## config.mk

```make
export PLATFORM = sky130hd
export DESIGN_NAME = tinker_mem_arbiter
export DESIGN_NICKNAME = d
export VERILOG_FILES = /design/src/rtl/tinker_mem_arbiter.sv
export SDC_FILE = /design/constraint.sdc
export NUM_CORES = 1
export LEC_CHECK = 0
export CORE_AREA = 5 5 188 190
export DETAILED_ROUTE_END_ITERATION = 8
export DIE_AREA = 0 0 193 195
export GPL_TIMING_DRIVEN = 0
export PLACE_DENSITY = 0.72
export SYNTH_ARGS = -nofsm -noshare
export SYNTH_HDL_FRONTEND = slang
export SYNTH_SLANG_ARGS = --single-unit
```

## constraint.sdc

```tcl
create_clock -name clk -period 9.24 [get_ports clk]
set_input_delay 1.386 -clock clk [delete_from_list [all_inputs] [get_ports clk]]
set_output_delay 1.386 -clock clk [all_outputs]
set_load 0.005 [all_outputs]
```

## src/rtl/tinker_mem_arbiter.sv

```systemverilog
// tinker_mem_arbiter: shares one multi-cycle memory port between instruction fetch and data accesses.
// Define ARB_STATS_EN to add the stat_fetch_stall_o / stat_data_cnt_o counters.
module tinker_mem_arbiter #(
  parameter int ADDR_W     = 64,
  parameter int DATA_W     = 64,
  parameter int MEM_LAT    = 2,
  parameter int STARVE_MAX = 4
) (
  input  logic              clk,
  input  logic              rst,
  input  logic              if_req_i,
  input  logic [ADDR_W-1:0] if_addr_i,
  output logic              if_gnt_o,
  output logic              if_valid_o,
  output logic [31:0]       if_rdata_o,
  input  logic              d_req_i,
  input  logic              d_we_i,
  input  logic [ADDR_W-1:0] d_addr_i,
  input  logic [DATA_W-1:0] d_wdata_i,
  output logic              d_gnt_o,
  output logic              d_valid_o,
  output logic [DATA_W-1:0] d_rdata_o,
  output logic              mem_en_o,
  output logic              mem_we_o,
  output logic [ADDR_W-1:0] mem_addr_o,
  output logic [DATA_W-1:0] mem_wdata_o,
  input  logic [DATA_W-1:0] mem_rdata_i
`ifdef ARB_STATS_EN
  ,
  output logic [31:0]       stat_fetch_stall_o,
  output logic [31:0]       stat_data_cnt_o
`endif
);

  localparam int CW = (MEM_LAT > 1) ? $clog2(MEM_LAT) : 1;
  localparam int SW = (STARVE_MAX > 0) ? $clog2(STARVE_MAX + 1) : 1;

  typedef enum logic [1:0] {
    IDLE   = 2'd0,
    BUSY_I = 2'd1,
    BUSY_D = 2'd2
  } state_e;

  state_e            state_q;
  logic [CW-1:0]     cnt_q;
  logic [SW-1:0]     starve_q;
  logic [SW-1:0]     starve_d;
  logic              if_gnt_q;
  logic              if_valid_q;
  logic [31:0]       if_rdata_q;
  logic              d_gnt_q;
  logic              d_valid_q;
  logic [DATA_W-1:0] d_rdata_q;
  logic              mem_en_q;
  logic              mem_we_q;
  logic [ADDR_W-1:0] mem_addr_q;
  logic [DATA_W-1:0] mem_wdata_q;
  logic              starve_hit;
  logic              grant_if;
  logic              grant_data;

  // Winner selection in IDLE and the next value of the starvation counter.
  always_comb begin
    starve_hit = (STARVE_MAX != 0) && (starve_q >= SW'(STARVE_MAX));
    grant_if   = (state_q == IDLE) && if_req_i && (!d_req_i || starve_hit);
    grant_data = (state_q == IDLE) && d_req_i && !grant_if;
    if (grant_if) begin
      starve_d = '0;
    end else if (grant_data && if_req_i && (starve_q < SW'(STARVE_MAX))) begin
      starve_d = starve_q + SW'(1);
    end else begin
      starve_d = starve_q;
    end
  end

  // Access sequencer: grant, hold the memory strobes for MEM_LAT cycles, then capture and pulse valid.
  always_ff @(posedge clk or posedge rst) begin
    if (rst) begin
      state_q     <= IDLE;
      cnt_q       <= '0;
      starve_q    <= '0;
      if_gnt_q    <= 1'b0;
      if_valid_q  <= 1'b0;
      if_rdata_q  <= '0;
      d_gnt_q     <= 1'b0;
      d_valid_q   <= 1'b0;
      d_rdata_q   <= '0;
      mem_en_q    <= 1'b0;
      mem_we_q    <= 1'b0;
      mem_addr_q  <= '0;
      mem_wdata_q <= '0;
    end else begin
      if_gnt_q   <= 1'b0;
      d_gnt_q    <= 1'b0;
      if_valid_q <= 1'b0;
      d_valid_q  <= 1'b0;
      starve_q   <= starve_d;
      case (state_q)
        IDLE: begin
          if (grant_if) begin
            state_q    <= BUSY_I;
            if_gnt_q   <= 1'b1;
            mem_en_q   <= 1'b1;
            mem_we_q   <= 1'b0;
            mem_addr_q <= if_addr_i;
            cnt_q      <= CW'(MEM_LAT - 1);
          end else if (grant_data) begin
            state_q     <= BUSY_D;
            d_gnt_q     <= 1'b1;
            mem_en_q    <= 1'b1;
            mem_we_q    <= d_we_i;
            mem_addr_q  <= d_addr_i;
            mem_wdata_q <= d_wdata_i;
            cnt_q       <= CW'(MEM_LAT - 1);
          end else begin
            state_q <= IDLE;
          end
        end
        BUSY_I, BUSY_D: begin
          if (cnt_q == '0) begin
            state_q  <= IDLE;
            mem_en_q <= 1'b0;
            mem_we_q <= 1'b0;
            if (state_q == BUSY_I) begin
              if_valid_q <= 1'b1;
              if_rdata_q <= mem_rdata_i[31:0];
            end else begin
              d_valid_q <= 1'b1;
              // mem_we_q still reflects the access type here; stores leave d_rdata alone
              if (!mem_we_q) begin
                d_rdata_q <= mem_rdata_i;
              end else begin
                d_rdata_q <= d_rdata_q;
              end
            end
          end else begin
            cnt_q <= cnt_q - CW'(1);
          end
        end
        default: begin
          state_q  <= IDLE;
          mem_en_q <= 1'b0;
          mem_we_q <= 1'b0;
        end
      endcase
    end
  end

  assign if_gnt_o    = if_gnt_q;
  assign if_valid_o  = if_valid_q;
  assign if_rdata_o  = if_rdata_q;
  assign d_gnt_o     = d_gnt_q;
  assign d_valid_o   = d_valid_q;
  assign d_rdata_o   = d_rdata_q;
  assign mem_en_o    = mem_en_q;
  assign mem_we_o    = mem_we_q;
  assign mem_addr_o  = mem_addr_q;
  assign mem_wdata_o = mem_wdata_q;

`ifdef ARB_STATS_EN
  logic [31:0] stall_cnt_q;
  logic [31:0] data_cnt_q;

  // Free-running, wrapping counters of fetch stall cycles and data grants.
  always_ff @(posedge clk or posedge rst) begin
    if (rst) begin
      stall_cnt_q <= '0;
      data_cnt_q  <= '0;
    end else begin
      if (if_req_i && !if_gnt_q) begin
        stall_cnt_q <= stall_cnt_q + 32'd1;
      end else begin
        stall_cnt_q <= stall_cnt_q;
      end
      if (grant_data) begin
        data_cnt_q <= data_cnt_q + 32'd1;
      end else begin
        data_cnt_q <= data_cnt_q;
      end
    end
  end

  assign stat_fetch_stall_o = stall_cnt_q;
  assign stat_data_cnt_o    = data_cnt_q;
`endif

endmodule

```

==> impl_results.md, run 1 <==
* Multiplexer share of the synthesized area at 0.198
* Most used flip-flop cell after synthesis: dfrtp_1
* Core Box Area at 0.0333 sq mm
* Wire length of the first global-routing pass at 46900 microns
* Initial antenna violation count at 1
* Total wire length at 31500 microns
* Largest net degree at the start of global routing at 120
* Port Buf Inserts at 490
* Pint at 3780 uW
* Cell taking the most area after synthesis: dfrtp_1
* Adder-cell share of the synthesized area at 0.00405
* Hold slack final at 0.483 ns
* Seq/Total Area, Yosys at 0.638
* Synth top area cells: dfrtp_1 64%, mux2_2 16%, a221o_1 6.9%, mux2_1 4.1%, and2_1 3.2%
* Mapped cell area at 0.00926 sq mm
* DRT antenna net count at 0
* FMAX at 344 MHz
* Setup Buffers After CTS at 0
* PD cells at 339 mW/mm^2
* Tmin final at 2.91 ns
* Starting Density at 0.278
* Final setup vio count at 0
* Simple-gate share of the synthesized area at 0.0501
* Flops & latches, synth at 236
* Synth Area in Compound Gates at 0.0772
* Largest stage delay, worst path at 0.55 ns
* Critical path peak fanout at 2
* Peak VDD IR at 0.000178 V
* LEAKAGE at 0.00650 uW
* Synth top cells by count: 236 x dfrtp_1, 129 x mux2_2, 64 x a221o_1
* GRT overflow at 0
* Xor/xnor share of the synthesized area at 0
* Ports at 491
* Sw frac at 0.290
* Largest family of logic cells by synthesized area: multiplexers
* Post-synth ARST share at 1.00
* Vias per inst at 4.49
* Worst-path clk slew at 0.06 ns
* Startpoint Class: register
* Clk_lat worst skew at 0.55 ns
* Worst Setup End Kind: primary output
* Placed insts at 1535
* Count leader, synth: dfrtp_1
* DR vias at 7116
* Die area at 0.0376 sq mm
* Total global-route track usage at 0.160
* ANT cells at 0
* Setup Skew at 0.0165 ns
* H-tree level count at 1
* Clock buffer depth at 3
* Num CTS Buffers at 28
* Hold-fix buffers, CTS at 0
* DPL Wire Length at 24200 microns
* Top-area cell type share of the netlist area at 0.638
* Syn_area_per_cell at 15.5 sq um
* Rows at 67
* Sequential share of power at 0.345
* WS Path Type: register to primary output
* Critical Path RT at 7.85 ns
* Vias in the first global route at 7943
* Clk pwr share at 0.208
* Resize count post-CTS at 0
* CTS Root Cell: clkbuf_16
* Cell variety after synth at 26
* HP Class: register to register
* Fill cells at 2958
* Layout cells sized above 1 at 0.189
* Slew Viols, Final at 0
* Reg-to-reg startpoint: state_q[1]
* Initial DRC count at 240
* Die width at 193 microns
* Synth-to-layout area growth at 69.5%
* Final std cells w/o fill at 1585
* Final Hold Vio Count at 0
* Status: completed
* Number of max-cap violations at 0
* GPL Wtd Cong at 0.797
* TritonCTS clock tree: done
* Sw power at 1540 uW
* Post-route DRC at 0
* Pre-antenna DRT Iters at 4
* Yosys warning total at 0
* WP buf/inv at 1
* Number of nets in the layout at 1381
* Drt wl/cell at 19.9 microns
* Combinational power share at 0.447
* Core Util, Final at 0.472
* Clock Sinks at 236
* Gate family responsible for the most delay along the worst path: buffers and inverters
* Relative slew slack at 0.448
* Slew @ Worst Pin at 0.829 ns
* Fin crit share at 0.315
* Post-synth EDFFs at 0
* Start point of the critical path: mem_addr_o[43]
* Hold wc startpoint: mem_wdata_o[35]
* Die height at 195 microns
* Synthesized net count at 860
* RSZ-0062 raised after global routing: no
* Slowest cell on the critical path: clkdlybuf4s50_1
* CP arrival at 1.52 ns
* CP Cell Sequence: clkdlybuf4s50_1
* Syn Inst Count at 596
path summary, 6_finish.rpt:
| path | cells after the start | slack, ns | endpoint |
|---|---|---|---|
| setup / recovery | 1 | 6.33 | mem_addr_o[43] |
| hold / removal | 1 | 0.48 | mem_wdata_o[35] |
| setup reg to reg | 7 | 7.21 | mem_wdata_o[34] |
| hold reg to reg | 1 | 0.48 | mem_wdata_o[35] |
| max in group asynchronous | 3 | 6.76 | mem_addr_o[35] |
| min in group asynchronous | 2 | 1.39 | mem_wdata_o[55] |
routing by layer:
| metal | up-vias | share of wire | global-route usage |
|---|---|---|---|
| met3 | 68 | 0.097 | 0.0514 |
| met4 | 2 | 0.037 | 0.0627 |
| met2 | 342 | 0.51 | 0.288 |
| li1 | 3219 | - | - |
| met5 | - | 0.00041 | 0 |
| met1 | 3485 | 0.36 | 0.173 |
stage by stage:
stage | setup TNS, ns | instance area [sq um] | power (uW) | worst slack, ns
floorplan | 0 | 9260 | 2780 | 1.38
global placement | -443.30 | 14700 | 4200 | -1.90
detailed placement | 0 | 14800 | 4250 | 5.85
CTS | 0 | 15700 | 5400 | 6.29
global route | 0 | 15700 | 5630 | 6.27
finish | 0 | 15700 | 5320 | 6.33
logic make-up (layout without fill, tap and decap cells):
| family | count (synthesis) | in the layout |
|---|---|---|
| simple gates | 74 | 74 |
| mux | 163 | 163 |
| flops | 236 | 236 |
| fa+ha+maj | 3 | 3 |
| compound gates | 75 | 75 |
| buf+inv | 45 | 586 |
state kept, by name (all words and copies together) (netlist names), 2 cells and up:
register	count
mem_wdata_o	64
starve_q	3
if_rdata_o	32
mem_addr_o	64
state_q	2
d_rdata_o	64
layout make-up:
| class | instances | area (sq um) | share of cell area |
|---|---|---|---|
| Clock inverter | 11 | 134 | 0.00853 |
| Inverter | 6 | 30.0 | 0.00191 |
| Clock buffer | 39 | 802 | 0.0511 |
| Tap cell | 448 | 561 | 0.0357 |
| Multi-Input combinational cell | 315 | 3050 | 0.194 |
| Timing Repair Buffer | 491 | 4930 | 0.314 |
| Sequential cell | 236 | 5910 | 0.376 |
| Buffer | 39 | 280 | 0.0179 |
cell usage in the layout (no fill, tap or decap), types with 2 or more instances in the layout:
cell type,netlist,layout
mux2_2,129,129
and2_1,47,47
buf_2,17,17
clkinv_2,0,3
o21ai_0,5,5
clkdlybuf4s50_1,0,490
nand2_1,3,3
clkbuf_16,0,28
and2_0,18,18
inv_1,6,5
ha_1,3,3
a22o_1,2,2
dfrtp_1,236,236
bufinv_16,0,2
clkbuf_1,2,7
clkinv_4,0,3
buf_6,11,11
mux2_1,34,34
a221o_1,64,64
clkbuf_8,0,6
buf_4,8,8
power by group through the flow:
stage | Clock [uW] | Sequential [uW] | Combinational, uW
finish | 1110 | 1830 | 2380
global route | 1180 | 1900 | 2550
CTS | 1140 | 1840 | 2420
detailed placement | 0 | 1840 | 2410
global placement | 0 | 1830 | 2370
floorplan | 0 | 1850 | 925
(Power assumes the default switching activity.)
==> inputs of run 2 (changes only) <==
CORE_AREA = 5 5 187 189   (was 5 5 188 190)
DIE_AREA = 0 0 192 194   (was 0 0 193 195)
PLACE_DENSITY = 0.75   (was 0.72)
clock period = 2.5 ns   (was 9.24 ns; I/O delays follow)
==> impl_results.md, run 2 (same netlist as run 1, synthesis figures left out) <==
* Largest stage delay, worst path at 0.39 ns (was 0.55 ns)
* Layout cells sized above 1 at 0.188 (was 0.189)
* ANT cells at 0 (unchanged)
* Fin crit share at 0.850
* Finished Cell Area at 0.0157 sq mm (about the same)
* Number of max-cap violations at 0 (unchanged)
* GPL Wtd Cong at 0.791 (was 0.797)
* Slowest cell on the critical path: dfrtp_1 (was clkdlybuf4s50_1)
* Most frequent CP cell: buf_4
* Vias in the first global route at 8169 (was 7943)
* Drt wl/cell at 20.0 microns (was 19.9 microns)
* Wire length of the first global-routing pass at 48200 microns (was 46900 microns)
* Ports at 491 (unchanged)
* Clock Sinks at 236 (unchanged)
* Rows at 67 (unchanged)
* Worst-path clk slew at 0.06 ns (about the same)
* Largest net degree at the start of global routing at 37 (was 120)
* Relative slew slack at 0.657 (was 0.448)
* RSZ-0062 raised after global routing: no (unchanged)
* FMAX at 471 MHz
* Number of nets in the layout at 1386 (was 1381)
* Slew @ Worst Pin at 0.514 ns (was 0.829 ns)
* Hold-fix buffers, CTS at 0 (unchanged)
* TritonCTS clock tree: done (unchanged)
* HP Class: input port to async pin (was register to register)
* Final Hold Vio Count at 0 (unchanged)
* WS Path Type: register to register (was register to primary output)
* Peak VDD IR at 0.000795 V (was 0.000178 V)
* Die area at 0.0372 sq mm (was 0.0376 sq mm)
* Initial DRC count at 194 (was 240)
* Core Box Area at 0.0331 sq mm (was 0.0333 sq mm)
* Die height at 194 microns (was 195 microns)
* WP buf/inv at 3 (was 1)
* DR vias at 7225 (was 7116)
* Resize count post-CTS at 0 (unchanged)
* Fill cells at 2872 (was 2958)
* Worst Setup End Kind: register (was primary output)
* LEAKAGE at 0.00649 uW (was 0.00650 uW)
* Startpoint Class: register (unchanged)
* Total wire length at 31700 microns (was 31500 microns)
* Initial antenna violation count at 1 (unchanged)
* GRT overflow at 0 (unchanged)
* CP Cell Sequence: inv_1, ha_1, nand2_1, a21oi_2, buf_4, buf_4, mux2_1 (was clkdlybuf4s50_1)
* DP Area at 0.0149 sq mm (was 0.0148 sq mm)
* Setup Buffers After CTS at 0 (unchanged)
* Starting Density at 0.280 (was 0.278)
* CTS Root Cell: clkbuf_16 (unchanged)
* Clk_lat worst skew at 0.53 ns (was 0.55 ns)
* Num CTS Buffers at 27 (was 28)
* Status: completed (unchanged)
* CP arrival at 2.53 ns (was 1.52 ns)
* Critical path peak fanout at 10 (was 2)
* Die width at 192 microns (was 193 microns)
* H-tree level count at 1 (unchanged)
* Vias per inst at 4.55 (was 4.49)
* Total global-route track usage at 0.164 (was 0.160)
* Hold slack final at 0.236 ns (was 0.483 ns)
* Tmin final at 2.12 ns
* Critical Path RT at 2.91 ns (was 7.85 ns)
* Post-route setup TNS at 0 ns (unchanged)
* PD cells at 1230 mW/mm^2 (was 339 mW/mm^2)
* Port Buf Inserts at 490 (unchanged)
* DRT antenna net count at 0 (unchanged)
* DPL Wire Length at 24600 microns (was 24200 microns)
* Most frequent cells in the layout: 490 x clkdlybuf4s50_1, 236 x dfrtp_1, 129 x mux2_2 (unchanged)
* Pre-antenna DRT Iters at 4 (unchanged)
* Final setup vio count at 0 (unchanged)
* Setup Skew at 0.00971 ns (was 0.0165 ns)
* Synth-to-layout area growth at 69.5% (about the same)
* Slew Viols, Final at 0 (unchanged)
* Clock buffer depth at 3 (unchanged)
* Core Util, Final at 0.474 (was 0.472)
* Gate family responsible for the most delay along the worst path: buffers and inverters (unchanged)
* Commonest non-fill, non-tap cell in the layout: clkdlybuf4s50_1 (unchanged)
* Post-route DRC at 0 (unchanged)
==> run 2: cell types whose count changed in the layout (fill, tap and decap cells not counted), sizes merged <==
cell | previous run | this run
clkinv | 7 | 5
clkbuf | 41 | 44
bufinv | 2 | 0
inv | 7 | 6
buf | 38 | 44
==> run 2: metal layers <==
| layer | vias up | global-route usage | share of wire |
|---|---|---|---|
| li1 | 3221 | - | - |
| met4 | 2 | 0.0512 | 0.036 |
| met2 | 369 | 0.289 | 0.50 |
| met5 | - | 0 | 0.00041 |
| met3 | 66 | 0.0560 | 0.096 |
| met1 | 3567 | 0.186 | 0.37 |
==> run 2: where the power goes <==
group / switching [uW] / internal, uW
Clock: 1560 / 2140
Combinational: 3030 / 5770
Sequential: 1000 / 5760
==> run 2: final cells by class <==
class	count	area, sq um	share of cell area
clock inverter	6	41.3	0.00263
clock buffer	42	782	0.0498
sequential	236	5910	0.376
multi-input combinational	315	3050	0.194
timing repair buffer	497	5040	0.321
tap	448	561	0.0357
inverter	6	26.3	0.00167
buffer	39	280	0.0179
==> run 2: metrics by stage <==
step	worst slack, ns	instances	total power (uW)
2_1_floorplan	-0.967	596	10300
3_3_place_gp	-2.85	1534	15500
3_5_place_dp	0.0618	1541	15700
4_1_cts	0.308	1589	19600
5_1_grt	0.184	1589	20500
6_report	0.376	1589	19300
==> run 2: path summary, 6_finish.rpt <==
path | slack (ns) | startpoint | depth (start not counted) | end
hold / removal | 0.24 | rst | 2 | if_rdata_o[0]
max in group asynchronous | 1.21 | rst | 5 | mem_addr_o[59]
setup / recovery | 0.38 | state_q[0] | 7 | mem_wdata_o[37]
setup reg to reg | 0.38 | state_q[0] | 7 | mem_wdata_o[37]
min in group clk | 0.43 | d_wdata_i[52] | 2 | mem_wdata_o[52]
hold reg to reg | 0.48 | mem_wdata_o[43] | 1 | mem_wdata_o[43]
